--- config.mk ---
export PLATFORM = sky130hd
export DESIGN_NAME = pipe_stage_reg
export DESIGN_NICKNAME = d
export VERILOG_FILES = /design/src/rtl/pipe_stage_reg.sv
export SDC_FILE = /design/constraint.sdc
export NUM_CORES = 1
export LEC_CHECK = 0
export CORE_AREA = 2 2 127 129
export CTS_CLUSTER_SIZE = 10
export DETAILED_ROUTE_END_ITERATION = 16
export DIE_AREA = 0 0 129 131
export PLACE_DENSITY = 0.83
export SYNTH_ARGS = -nofsm -noshare
export SYNTH_HDL_FRONTEND = slang
export SYNTH_SLANG_ARGS = --single-unit
--- constraint.sdc ---
create_clock -name clk -period 1.9 [get_ports clk]
set_input_delay 0.285 -clock clk [delete_from_list [all_inputs] [get_ports clk]]
set_output_delay 0.285 -clock clk [all_outputs]
set_load 0.005 [all_outputs]
--- src/rtl/pipe_stage_reg.sv ---
// Pipeline stage register: carries one instruction slot (inst, payload, URA channels, T_new, valid) per cycle.
// Latency: 1 cycle, all outputs registered; async active-low reset clears every output at once.
// Backpressure: enable=0 holds the slot (stall), flush=1 loads a bubble and overrides enable.
// Optional PIPE_STAGE_DEBUG_EN builds the pc_out register and stall_cnt counter; otherwise both read 0.
module pipe_stage_reg #(
    parameter int DATA_W   = 32,
    parameter int N_DATA   = 2,
    parameter int URA_W    = 7,
    parameter int N_URA    = 4,
    parameter int TNEW_W   = 2,
    parameter int TNEW_DEC = 1
) (
    input  logic                      clk,
    input  logic                      reset,
    input  logic                      enable,
    input  logic                      flush,
    input  logic                      valid_in,
    input  logic [DATA_W-1:0]         inst_in,
    input  logic [N_DATA*DATA_W-1:0]  data_in,
    input  logic [N_URA*URA_W-1:0]    ura_in,
    input  logic [TNEW_W-1:0]         t_new_in,
    input  logic [31:0]               pc_in,
    output logic                      valid_out,
    output logic [DATA_W-1:0]         inst_out,
    output logic [N_DATA*DATA_W-1:0]  data_out,
    output logic [N_URA*URA_W-1:0]    ura_out,
    output logic [TNEW_W-1:0]         t_new_out,
    output logic [31:0]               pc_out,
    output logic [7:0]                stall_cnt
);

    logic [TNEW_W-1:0] t_new_cap;

    // T_new value to store on capture: saturating decrement (never wraps below 0) or straight copy
    always_comb begin
        t_new_cap = t_new_in;
        if ((TNEW_DEC != 0) && (t_new_in != '0)) begin
            t_new_cap = t_new_in - TNEW_W'(1);
        end
    end

    // Slot register: flush loads a bubble, enable captures, otherwise hold.
    // An invalid slot is stored with URA and T_new zeroed so it can never produce a forwarding match.
    always_ff @(posedge clk or negedge reset) begin
        if (!reset) begin
            valid_out <= 1'b0;
            inst_out  <= '0;
            data_out  <= '0;
            ura_out   <= '0;
            t_new_out <= '0;
        end else if (flush) begin
            valid_out <= 1'b0;
            inst_out  <= '0;
            data_out  <= '0;
            ura_out   <= '0;
            t_new_out <= '0;
        end else if (enable) begin
            valid_out <= valid_in;
            inst_out  <= inst_in;
            data_out  <= data_in;
            ura_out   <= valid_in ? ura_in    : '0;
            t_new_out <= valid_in ? t_new_cap : '0;
        end
    end

`ifdef PIPE_STAGE_DEBUG_EN
    // PC trace register: follows pc_in on capture and on flush so bubbles still show their position
    always_ff @(posedge clk or negedge reset) begin
        if (!reset) begin
            pc_out <= '0;
        end else if (flush || enable) begin
            pc_out <= pc_in;
        end
    end

    // Consecutive hold cycles of a valid slot; restarts on every load, saturates at 255
    always_ff @(posedge clk or negedge reset) begin
        if (!reset) begin
            stall_cnt <= '0;
        end else if (flush || enable) begin
            stall_cnt <= '0;
        end else if (valid_out && (stall_cnt != 8'hFF)) begin
            stall_cnt <= stall_cnt + 8'd1;
        end
    end
`else
    // Debug trace not built: outputs are constant and pc_in is deliberately left unused
    logic unused_pc_in;
    assign unused_pc_in = ^pc_in;
    assign pc_out       = '0;
    assign stall_cnt    = '0;
`endif

endmodule

Word level (Yosys, flattened, before mapping)
Cells that the tools add are included.
{"block": "classes", "addsub": 1, "n_mux": 13, "n_reduce_logical": 2}
{"op": "two-way mux 64 bit", "count": 2}
{"op": "two-way mux 28 bit", "count": 3}
{"op": "two-way mux 32 bit", "count": 2}
{"op": "two-way mux 2 bit", "count": 4}
{"op": "nonzero test 2 bit", "count": 2}
{"op": "two-way mux 1 bit", "count": 2}
{"op": "subtractor 2 x 1 -> 2 bit, second input constant", "count": 1}
{"block": "word_totals", "regBits": 127, "output_inout_bits": 167, "wordCells": 21}

Longest topological paths before layout
Gate-level depths: netlist of the first run.
{"block": "logic_depth", "ltp_word": 5, "ltp_mapped": 4, "ltp_nobuf": 2}

Worst setup path after synthesis of the first run
OpenSTA, ideal clock, no wires.
{"block": "synth_timing", "path_kind": "input to register", "startpoint": "in flush", "endpoint": "reg data_out[47]", "setup_time_ns": 0.121, "arrival_time_ns": 0.862, "t_required_ns": 1.779, "slack_ns": 0.917, "path_stages": 4, "n_path_buf": 3, "cell_sequence": "buf_2 buf_2 buf_2 nor2_1"}
{"block": "synth_via", "elab_chain_len": 1}
{"item": "start: declaration", "line_no": "16", "rtl": "input logic flush,"}
{"item": "two-way mux 64 bit / nonzero test 2 bit (equally long branches)"}
{"item": "end signal: assignment", "line_no": "60", "rtl": "data_out <= data_in;"}
{"item": "end: declaration", "line_no": "25", "rtl": "output logic [N_DATA*DATA_W-1:0] data_out,"}
Parallel ways exist; a longest one is shown, timed or not.
A chain may end at the register's enable or synchronous reset.

Worst setup path after layout of the first run
{"block": "layout_timing", "startpoint": "reg t_new_out[1]", "endpoint": "out t_new_out[1]"}
{"item": "start: declaration", "line_no": "27", "rtl": "output logic [TNEW_W-1:0] t_new_out,"}
{"item": "start signal: assignment", "line_no": "62", "rtl": "t_new_out <= valid_in ? t_new_cap : '0;"}
No word-level cell between the ends.

==> results.cfg, run 1 <==
[grt]
grt.busiest_layer = met2
antenna_found_initial = 0
grt_util_met3_pct = 4.89
grt_pass1_vias = 4274
grt_use_met1_pct = 20.2
grt_util_all_layers_pct = 16.9
grt_max_degree = 63
overflow = 0
grt_pass1_wl_mm = 22.2
gr-usage-met2_pct = 28.5

[detailed_routing]
first_pass_iters = 4
ant_nets = 0
num_vias = 4322
drt_wl_total_mm = 14.8
drt-vias-per-instance = 4.46
drcViolationCount = 0
detail_route.wl_per_cell_um = 15.3
drt_iter0_drc = 257

[floorplanning]
die_x_um = 129
design.core.area_um2 = 15600
die_area_um2 = 16900
die_height_um = 131
io_pins = 330
rows = 46
initial_core_util_pct = 35.7

[setup_path]
worstSetupPathType = reg2out
worstPathMaxFanout = 2
path_delay_family = buffers and inverters
worstSetupEndpointType = primary output
critPathSlowestCell = clkdlybuf4s50_1
worst_setup_path_start_kind = flip-flop
arrival_ns = 1.30
required_ns = 1.62
cp_cell_sequence = clkdlybuf4s50_1
cp_num_buf_inv = 1
cpPeakStageDelay_ns = 0.53

[yosys]
yosys_warnings = 0
synth_top_family_by_area = multiplexers
synth_compound_area_share_pct = 2.69
yosysSeqAreaShare_pct = 57.0
synth.cell_area_um2 = 5570
netlist_instances = 486
yosysUniqueCellTypes = 15
yosys.area_share.simple_pct = 12.7
synthAdderAreaFrac_pct = 0
yosysTopAreaCellShare_pct = 57.0
synth-xor-area-share_pct = 0
synth_mux_area_share_pct = 17.4
yosys.area.top_type = dfrtp_1
syn_area_per_cell_um2 = 11.5
netlist_top_cells_area = dfrtp_1, mux2i_1, nor2_1
synth_seq_cells = 127

[sta]
final-setup-viol-count = 0
fin_worst_skew_ns = 0
hold_violations = 0
rsz0062_at_grt = false
fin_crit_sh_pct = 83.6
max_freq_ghz = 0.630
setup_tns_ns = 0
drv_slew = 0
fin_crit_ns = 1.59

[clock_network]
clk_pin_slew_ns = 0.06
tritoncts = yes
cts_buffer_depth = 2
cts_buffers = 17
clk_latency_ns = 0.41
clockRootBuffer = clkbuf_16
cts-resized-gates = 0
cts_max_level = 4
postCtsSetupBuffers = 0
postCtsHoldBufs = 1
clock_sinks = 127

[cells_and_area]
mostFrequentLayoutCell = clkdlybuf4s50_1
mostFrequentLayoutCells = clkdlybuf4s50_1, dfrtp_1, mux2i_1, nor2_1, conb_1
fill_cells = 1292
multiInputGateArea_um2 = 1980
final-instance-count-excl-fill = 968
nets = 902
seq_area_um2 = 3180
final_layout_size_suffix_gt1_share_pct = 5.98
area_delta_synth_final_pct = 58.7
antenna_cells = 0

[placed_design]
port_buffers = 257
place_inst = 935
dp_hpwl_mm = 10.2
gp_congestion = 0.762

[min_path]
hold_path.class = in2reg

[power_and_ir_drop]
powerDensity_nw_per_um2 = 854
p_leak_nw = 4.06
vdd_drop_max_mv = 0.532
p_total_mw = 7.55

[flow_run]
maxCapViolations = 0

[outcome]
status = finished, final reports clean
==> where the power goes <==
part	leakage, nW	switching (mW)	internal, mW
Sequential	1.70	0.0749	2.84
Combinational	2.04	0.407	0.643
Clock	0.318	1.22	2.37
==> cells by family after synthesis <==
logic type      after synthesis
mux                          97
other cells                   1
buf+inv                      74
compound gates               30
simple gates                157
flops                       127
==> registers in the layout (all words and copies together) (netlist names) <==
name and flops:
data_out 64, ura_out 28, valid_out 1, inst_out 32
t_new_out 2
==> layer usage <==
layer  wire (um)  vias to the layer above
met3         955                       25
met4         374                        0
met5           0                        -
li1            -                     2046
met2        7560                      164
met1        5890                     2087
==> through the flow <==
stage | cell area, um^2 | worst slack, ns | utilization, % | hold WS (ns)
finish | 8840 | 0.312 | 56.7 | 0.240
detailed placement | 8180 | 0.548 | 52.4 | 0.207
CTS | 8840 | 0.285 | 56.7 | 0.222
floorplan | 5720 | 0.917 | - | -0.0106
global placement | 8180 | 0.569 | 52.4 | 0.209
global route | 8840 | 0.260 | 56.7 | 0.243
==> cell usage after synthesis (all sizes together) <==
library cell / number
a21oi: 30
nand4: 1
conb: 1
dfrtp: 127
nand2b: 30
nand4b: 1
nand3: 28
buf: 61
nor2: 97
clkbuf: 13
mux2i: 97
==> path summary, 6_finish.rpt <==
path / from / to / slack, ns / depth (start not counted)
setup reg to reg: data_out[2]$_DFFE_PN0P_ / data_out[2]$_DFFE_PN0P_ / 1.17 / 2
hold reg to reg: inst_out[10]$_DFFE_PN0P_ / inst_out[10]$_DFFE_PN0P_ / 0.51 / 2
setup / recovery: t_new_out[1]$_DFFE_PN0P_ / t_new_out[1] / 0.31 / 1
min in group asynchronous: reset / data_out[35]$_DFFE_PN0P_ / 0.32 / 2
max in group asynchronous: reset / ura_out[9]$_DFFE_PN0P_ / 0.98 / 3
hold / removal: flush / data_out[43]$_DFFE_PN0P_ / 0.24 / 2
==> worst register-to-register path: cells and delay by family (launching register included) <==
family | cells | cell delay [ns]
DFF | 1 | 0.38
muxes | 1 | 0.17
and+or+nand+nor | 1 | 0.06
==> area by class of cell <==
class	count	share of cell area [%]
tap	216	3.06
timing repair buffer	269	31.2
multi-input combinational	324	22.4
sequential	127	35.9
clock inverter	13	2.39
clock buffer	19	5.01
Power figures use the tool's default switching activity.
==> run 2: changes to the inputs <==
CORE_AREA = not set   (was 2 2 127 129)
CORE_ASPECT_RATIO = 0.8   (was not set)
CORE_UTILIZATION = 34   (was not set)
DIE_AREA = not set   (was 0 0 129 131)
clock period = 1.4 ns   (was 1.9 ns; I/O delays follow)
==> run 2 against run 1 <==
Against the previous run: cell count is 1.1% higher; largest cell class unchanged; via count is 0.67% higher; clock power is 29% higher; count of clock-buffer cells in the layout stayed put; critical path depth stayed put; critical endpoint is now ura_out[18]; combinational power is 24% higher; flip-flop and latch count stayed put; critical path type unchanged; die area hardly changed; largest power group unchanged.
==> results.cfg, run 2 (synthesis results as in run 1) <==
[outcome]
status = finished, final reports clean

[grt]
grt_pass1_wl_mm = 22.2
grt_pass1_vias = 4353
grt_util_all_layers_pct = 17.0
antenna_found_initial = 0
grt_max_degree = 68
overflow = 0

[cells_and_area]
multiInputGateArea_um2 = 1980
largest_reg_flops = 64
mostFrequentLayoutCells = dfrtp_1, clkdlybuf4s50_1, dlygate4sd2_1
top_register = data_out
seq_area_um2 = 3180
nets = 914
fill_cells = 1409
antenna_cells = 0
area_delta_synth_final_pct = 56.7
final_layout_size_suffix_gt1_share_pct = 7.46
largest_registers = data_out x64, inst_out x32, ura_out x28

[placed_design]
port_buffers = 257
gp_congestion = 0.763
place_ws_ns = 0.147
dp_hpwl_mm = 9.80

[floorplanning]
initial_core_util_pct = 35.0
die_area_um2 = 16900
die_height_um = 117
rows = 41
io_pins = 330
design.core.area_um2 = 15900
die_x_um = 145

[setup_path]
worstSetupPathType = reg2out
worstSetupEndpointType = primary output
path_delay_family = flip-flops
critPathSlowestCell = dfrtp_1
worstPathMaxFanout = 2
worst_setup_path_start_kind = flip-flop
cp_num_buf_inv = 1
cpPeakStageDelay_ns = 0.40
required_ns = 1.19
cp_cell_sequence = dlygate4sd2_1
arrival_ns = 1.08
reg2reg_slack_ns = 0.57

[sta]
setup_tns_ns = 0
fin_worst_skew_ns = 0
max_freq_ghz = 0.777
hold_violations = 0
fin_ws_ns = 0.113
whs_ns = 0.197
drv_slew = 0
fin_crit_ns = 1.29
final-setup-viol-count = 0
rsz0062_at_grt = false
fin_crit_sh_pct = 92.0

[detailed_routing]
drt_wl_total_mm = 13.9
drt-vias-per-instance = 4.44
drt_iter0_drc = 172
first_pass_iters = 4
drcViolationCount = 0
ant_nets = 0
detail_route.wl_per_cell_um = 14.2
num_vias = 4351

[clock_network]
tritoncts = yes
cts_max_level = 4
clk_pin_slew_ns = 0.06
clk_latency_ns = 0.40
cts_buffers = 17
clockRootBuffer = clkbuf_16
cts_buffer_depth = 2
clock_sinks = 127

[power_and_ir_drop]
vdd_drop_max_mv = 0.772
powerDensity_nw_per_um2 = 1130
p_leak_nw = 4.59

[min_path]
hold_path.class = in2reg

[flow_run]
maxCapViolations = 0
==> run 2: worst paths after layout <==
path                                           from                        to  cells after the start
setup / recovery            ura_out[18]$_DFFE_PN0P_               ura_out[18]                      1
hold / removal                               enable   ura_out[15]$_DFFE_PN0P_                      3
setup reg to reg           data_out[59]$_DFFE_PN0P_  data_out[59]$_DFFE_PN0P_                      3
hold reg to reg            data_out[14]$_DFFE_PN0P_  data_out[14]$_DFFE_PN0P_                      2
max in group asynchronous                     reset  data_out[28]$_DFFE_PN0P_                      3
min in group asynchronous                     reset  t_new_out[0]$_DFFE_PN0P_                      2
==> run 2: per-layer routing <==
metal	up-vias	GRT usage [%]	part of all wire [%]
met1	2082	20.1	43
li1	2065	-	-
met2	184	28.3	47
met5	-	0	0
met4	0	6.88	1.6
met3	20	6.37	8.3
==> run 2: repair_timing <==
item,4_1_cts,5_1_grt
hold buffers,1,0
buffers inserted,5,0
gates resized for setup,127,0
setup endpoints to repair,127,0
hold endpoints to repair,17,0
==> run 2: layout make-up <==
type	count	share of cell area, %
repair buffers	281	30.7
clock inverters	13	2.13
multi-input cells	324	22.6
well taps	215	3.08
flip-flops and latches	127	36.4
clock buffers	19	5.07
==> run 2: through the flow <==
step                      instance area, um^2  total power [mW]  instances  utilization (%)
after floorplan                          5720              4.61        525                -
after global placement                   8220              5.43        941             51.7
after detailed placement                 8220              5.46        941             51.7
after CTS                                8730              10.1        979             54.9
after global routing                     8730              10.4        979             54.9
final                                    8730              9.90        979             54.9
==> run 2: power by group <==
group	total [mW]	internal (mW)	switching, mW	leakage, nW
combinational	1.30	0.757	0.548	2.58
clock	4.64	3.03	1.61	0.307
sequential	3.95	3.86	0.0915	1.70
